`config.mk`:
```
export PLATFORM = sky130hd
export DESIGN_NAME = mem_responder_flat
export DESIGN_NICKNAME = d
export VERILOG_FILES = /design/src/rtl/mem_responder_if.sv /design/src/rtl/mem_responder.sv /design/src/flat_wrapper.sv
export SDC_FILE = /design/constraint.sdc
export NUM_CORES = 1
export LEC_CHECK = 0
export BUFFER_PORTS_ARGS = -buffer_cell sky130_fd_sc_hd__buf_2
export CAP_MARGIN = 20
export CORE_MARGIN = 3
export CORE_UTILIZATION = 45
export CTS_CLUSTER_SIZE = 20
export DETAILED_ROUTE_END_ITERATION = 10
export HOLD_SLACK_MARGIN = 0.03
export SYNTH_ARGS = -nofsm -noshare
export SYNTH_HDL_FRONTEND = slang
export SYNTH_SLANG_ARGS = --single-unit
```
`constraint.sdc`:
```
create_clock -name clk -period 2.4 [get_ports clk]
set_clock_uncertainty 0.05 [all_clocks]
set_input_delay 0.12 -clock clk [delete_from_list [all_inputs] [get_ports clk]]
set_output_delay 0.12 -clock clk [all_outputs]
set_load 0.02 [all_outputs]
```
`src/rtl/mem_responder_if.sv`:
```
// Memory bus between an initiator (master) and mem_responder (slave).
interface mem_responder_if #(
    parameter int unsigned ADDR_WIDTH = 5,
    parameter int unsigned DATA_WIDTH = 8
);
    logic                  read;
    logic                  write;
    logic [ADDR_WIDTH-1:0] addr;
    logic [DATA_WIDTH-1:0] data_in;
    logic [DATA_WIDTH-1:0] data_out;
    logic                  rd_valid;
    logic                  busy;

    modport master (
        output read, write, addr, data_in,
        input  data_out, rd_valid, busy
    );

    modport slave (
        input  read, write, addr, data_in,
        output data_out, rd_valid, busy
    );
endinterface

```
`src/rtl/mem_responder.sv`:
```
// Single-port memory responder: one read or write per clock, sequential
// zero-fill after reset, sticky protocol-error flags and saturating counters.
module mem_responder #(
    parameter int unsigned ADDR_WIDTH     = 5,
    parameter int unsigned DATA_WIDTH     = 8,
    parameter bit          CLEAR_ON_RESET = 1'b1,
    parameter int unsigned CNT_WIDTH      = 16
) (
    input  logic                 clk,
    input  logic                 reset,
    mem_responder_if.slave       bus,
    output logic                 err_collision,
    output logic                 err_busy,
    output logic [CNT_WIDTH-1:0] wr_count,
    output logic [CNT_WIDTH-1:0] rd_count
);
    localparam int unsigned DEPTH = 2 ** ADDR_WIDTH;

    typedef enum logic {ST_CLEAR, ST_IDLE} state_e;

    state_e                state_q,    state_d;
    logic [ADDR_WIDTH-1:0] clr_ptr_q,  clr_ptr_d;
    logic [DATA_WIDTH-1:0] data_out_q, data_out_d;
    logic                  rd_valid_q, rd_valid_d;
    logic                  err_col_q,  err_col_d;
    logic                  err_busy_q, err_busy_d;
    logic [CNT_WIDTH-1:0]  wr_cnt_q,   wr_cnt_d;
    logic [CNT_WIDTH-1:0]  rd_cnt_q,   rd_cnt_d;

    logic [DATA_WIDTH-1:0] mem_q [DEPTH];
    logic                  mem_we;
    logic [ADDR_WIDTH-1:0] mem_waddr;
    logic [DATA_WIDTH-1:0] mem_wdata;

    always_comb begin
        state_d    = state_q;
        clr_ptr_d  = clr_ptr_q;
        data_out_d = data_out_q;
        rd_valid_d = 1'b0;
        err_col_d  = err_col_q;
        err_busy_d = err_busy_q;
        wr_cnt_d   = wr_cnt_q;
        rd_cnt_d   = rd_cnt_q;
        mem_we     = 1'b0;
        mem_waddr  = bus.addr;
        mem_wdata  = bus.data_in;

        unique case (state_q)
            ST_CLEAR: begin
                mem_we    = 1'b1;
                mem_waddr = clr_ptr_q;
                mem_wdata = '0;
                clr_ptr_d = clr_ptr_q + ADDR_WIDTH'(1);
                if (clr_ptr_q == '1) begin
                    state_d = ST_IDLE;
                end
                if (bus.read || bus.write) begin
                    err_busy_d = 1'b1;
                end
            end
            ST_IDLE: begin
                unique case ({bus.read, bus.write})
                    2'b01: begin
                        mem_we   = 1'b1;
                        wr_cnt_d = (wr_cnt_q == '1) ? wr_cnt_q : wr_cnt_q + 1'b1;
                    end
                    2'b10: begin
                        data_out_d = mem_q[bus.addr];
                        rd_valid_d = 1'b1;
                        rd_cnt_d   = (rd_cnt_q == '1) ? rd_cnt_q : rd_cnt_q + 1'b1;
                    end
                    2'b11: begin
                        err_col_d = 1'b1;
                    end
                    default: ;
                endcase
            end
            default: state_d = ST_IDLE;
        endcase
    end

    always_ff @(posedge clk) begin
        if (reset) begin
            state_q    <= CLEAR_ON_RESET ? ST_CLEAR : ST_IDLE;
            clr_ptr_q  <= '0;
            data_out_q <= '0;
            rd_valid_q <= 1'b0;
            err_col_q  <= 1'b0;
            err_busy_q <= 1'b0;
            wr_cnt_q   <= '0;
            rd_cnt_q   <= '0;
        end else begin
            state_q    <= state_d;
            clr_ptr_q  <= clr_ptr_d;
            data_out_q <= data_out_d;
            rd_valid_q <= rd_valid_d;
            err_col_q  <= err_col_d;
            err_busy_q <= err_busy_d;
            wr_cnt_q   <= wr_cnt_d;
            rd_cnt_q   <= rd_cnt_d;
        end
    end

    // Array has no reset; a reset edge suppresses whatever write was pending.
    always_ff @(posedge clk) begin
        if (!reset && mem_we) begin
            mem_q[mem_waddr] <= mem_wdata;
        end
    end

    assign bus.data_out   = data_out_q;
    assign bus.rd_valid   = rd_valid_q;
    assign bus.busy       = (state_q == ST_CLEAR);
    assign err_collision  = err_col_q;
    assign err_busy       = err_busy_q;
    assign wr_count       = wr_cnt_q;
    assign rd_count       = rd_cnt_q;
endmodule
```
`src/flat_wrapper.sv`:
```
// flat-port wrapper written by rule: the top's interface ports become plain ports
module mem_responder_flat 
#(
    parameter int unsigned ADDR_WIDTH     = 5,
    parameter int unsigned DATA_WIDTH     = 8,
    parameter bit          CLEAR_ON_RESET = 1'b1,
    parameter int unsigned CNT_WIDTH      = 16
)
  (clk, reset, err_collision, err_busy, wr_count, rd_count, bus_read, bus_write, bus_addr, bus_data_in, bus_data_out, bus_rd_valid, bus_busy);
  mem_responder_if #(.ADDR_WIDTH(ADDR_WIDTH), .DATA_WIDTH(DATA_WIDTH)) bus_i ();
  input  logic clk;
  input  logic reset;
  output logic err_collision;
  output logic err_busy;
  output logic [CNT_WIDTH-1:0] wr_count;
  output logic [CNT_WIDTH-1:0] rd_count;
  input wire logic [$bits(bus_i.read)-1:0] bus_read;
  input wire logic [$bits(bus_i.write)-1:0] bus_write;
  input wire logic [$bits(bus_i.addr)-1:0] bus_addr;
  input wire logic [$bits(bus_i.data_in)-1:0] bus_data_in;
  output wire logic [$bits(bus_i.data_out)-1:0] bus_data_out;
  output wire logic [$bits(bus_i.rd_valid)-1:0] bus_rd_valid;
  output wire logic [$bits(bus_i.busy)-1:0] bus_busy;
  assign bus_i.read = bus_read;
  assign bus_i.write = bus_write;
  assign bus_i.addr = bus_addr;
  assign bus_i.data_in = bus_data_in;
  assign bus_data_out = bus_i.data_out;
  assign bus_rd_valid = bus_i.rd_valid;
  assign bus_busy = bus_i.busy;
  mem_responder #(.ADDR_WIDTH(ADDR_WIDTH), .DATA_WIDTH(DATA_WIDTH), .CLEAR_ON_RESET(CLEAR_ON_RESET), .CNT_WIDTH(CNT_WIDTH)) u_core (.clk(clk), .reset(reset), .bus(bus_i), .err_collision(err_collision), .err_busy(err_busy), .wr_count(wr_count), .rd_count(rd_count));
endmodule
```
==> impl_metrics.ini <==
[floorplanning]
row_count = 60
start_util_pct = 46.1
fp.dieH_um = 173
ios = 61
dieArea_sq_mm = 0.0299
core_sq_mm = 0.0272
die_x_um = 173

[clocking]
cts_buffers = 31
cts-root-buf = clkbuf_16
clk_latency_ns = 0.56
cts_sinks = 305
htreeDepth = 1
path_clk_slew_ns = 0.06
cts_tree = built
cts_buffer_depth = 3
cts_resized = 0

[global_route]
grt.overflow.total = 0
met1_usage_pct = 27.8
met3_usage_pct = 3.80
grt_max_degree = 51
top_usage_layer = met2
grt_pass1_vias = 7471
gr-usage-met2_pct = 31.8
grt_pass1_wl_um = 45000
antenna_found_initial = 1
grtUsageTotal_pct = 19.4

[timing]
finalSetupViolCount = 0
slew_violations = 0
setup_tns_ns = 0
holdWs_ns = 0.156
period_share_pct = 85.9
fmax_mhz = 485
relSlewSlack_pct = 57.3
rsz0062_at_grt = false
hold_viol_final = 0
fin_crit_ns = 2.06
worst_slew_pin_slew_ns = 0.641

[yosys]
syn_area_per_cell_sq_um = 14.7
synth_seq_cells = 305
syn_inst = 854
synth_ff_type = edfxtp_1
netlist_area_sq_mm = 0.0125
synth-edff-count = 256
syn-num-nets = 875
postSynth.asyncResetShare_pct = 0
synth_seq_area_share_pct = 69.1
yosysWarnings = 0
synth_cell_types = 45

[route]
viasPerCell = 5.49
wirelength_um = 29500
initialDrtViolationCount = 675
wl_per_cell_um = 21.7
drtAntennaViolNets = 0
remaining_drc_errors = 0
firstDrtPassIters = 5
via_count = 7480

[layout]
drive_gt1_share_pct = 19.5
final_util_pct = 54.1
mostFrequentLayoutCell = edfxtp_1
area_growth_pct = 17.3
nets = 987
mostFrequentLayoutCells = edfxtp_1, mux2i_1, nor2_1
layoutNonFillerInstCount = 1363
antenna_cells = 0

[power]
powerDensity_mw_per_mm2 = 759
p_leak_uw = 0.00521
p_total_uw = 11200
ir_drop_uv = 451

[critical_path]
cp.required_ns = 2.60
startpoint = u_core.state_q
crit_fanout = 8
startpoint_type = register
arrival_ns = 2.26
end_kind = register
timing.rr.start = u_core.state_q
path_class = reg2reg

[place]
dp_hpwl_um = 19000
dp.cells = 1302
numPortBuffers = 60
gp_congestion = 0.802

[worst_hold_path]
min_from = reset
hold_path_class = in2reg

[outcome]
status = complete, no violations

[flow_run]
cap_viol_max_count = 0
## power by group
part | switching [uW] | leakage, uW | total (uW) | internal (uW)
clock network | 1990 | 0.000540 | 5020 | 3030
logic | 272 | 0.00204 | 441 | 169
registers | 13.0 | 0.00263 | 5710 | 5700
total | 2270 | 0.00521 | 11200 | 8890
## cell type report
type | count | area, sq um
inverter | 5 | 18.8
clock inverter | 17 | 176
sequential | 305 | 8670
fill | 2297 | 12500
clock buffer | 41 | 920
timing repair buffer | 128 | 900
tap | 372 | 465
multi-input combinational | 495 | 3550
## logic make-up after synthesis
family / after synthesis / synth area share, %
muxes: 138 / 11.0
buffers and inverters: 54 / 2.57
DFF: 305 / 69.1
AOI/OAI and AO/OA: 135 / 7.53
and+or+nand+nor: 189 / 7.28
adders and majority gates: 4 / 0.399
xor gates and xnor gates: 29 / 2.03
## critical path, cell delays in order (launching register included)
cell,delay [ns]
dfxtp_1,0.37
and3b_1,0.27
nand2_1,0.08
a21oi_1,0.21
nand2_1,0.35
nor2_1,0.22
buf_4,0.20
## sequential cells by signal, summed over array words and instances, names as in the netlist
register and count:
u_core.err_collision 1, u_core.state_q 1, u_core.rd_count 16, u_core.clr_ptr_q 5
u_core.bus.data_out 8, u_core.err_busy 1, u_core.bus.rd_valid 1, u_core.wr_count 16
u_core.mem_q 256
## stage by stage
step	cell area, sq um	worst slack, ns
finish	14700	0.337
global route	14700	0.180
CTS	14700	0.343
detailed placement	13600	0.262
global placement	13600	0.284
floorplan	12500	0.225
## synthesized netlist by cell type, drive strengths merged (4+ instances only)
master	instances	area, sq um
edfxtp	256	7690
mux2i	135	1350
nor2	84	315
a22oi	64	480
dfxtp	49	981
a21oi	45	225
clkbuf	31	128
nand2	29	109
xnor2	21	184
buf	18	176
nand3	15	75.1
a211oi	12	130
and2	11	68.8
or4	11	82.6
nand4	8	50.1
xor2	8	70.1
nor4	6	37.5
a2111oi	5	50.0
inv	5	18.8
and3	4	25.0
and4	4	35.0
ha	4	50.1
nor3	4	20.0
o21ai	4	20.0
## layer usage
layer	routed length (um)	vias up
met2	14000	227
met4	346	2
met3	1840	36
met1	13400	3705
met5	7	-
li1	-	3510
## timing repair
action                                  in CTS  in global routing
endpoints found under the hold margin        2                  0
endpoints found under the setup margin       0                  0
hold buffers                                 3                  0
setup buffers                                0                  0
## final timing paths
check,endpoint,slack [ns],cells after the start
max,u_core.mem_q[31][6],0.34,6
min reg2reg,u_core.err_busy,0.41,2
max reg2reg,u_core.mem_q[31][6],0.34,6
min,u_core.rd_count[15],0.16,3
Power figures use the tool's default switching activity.
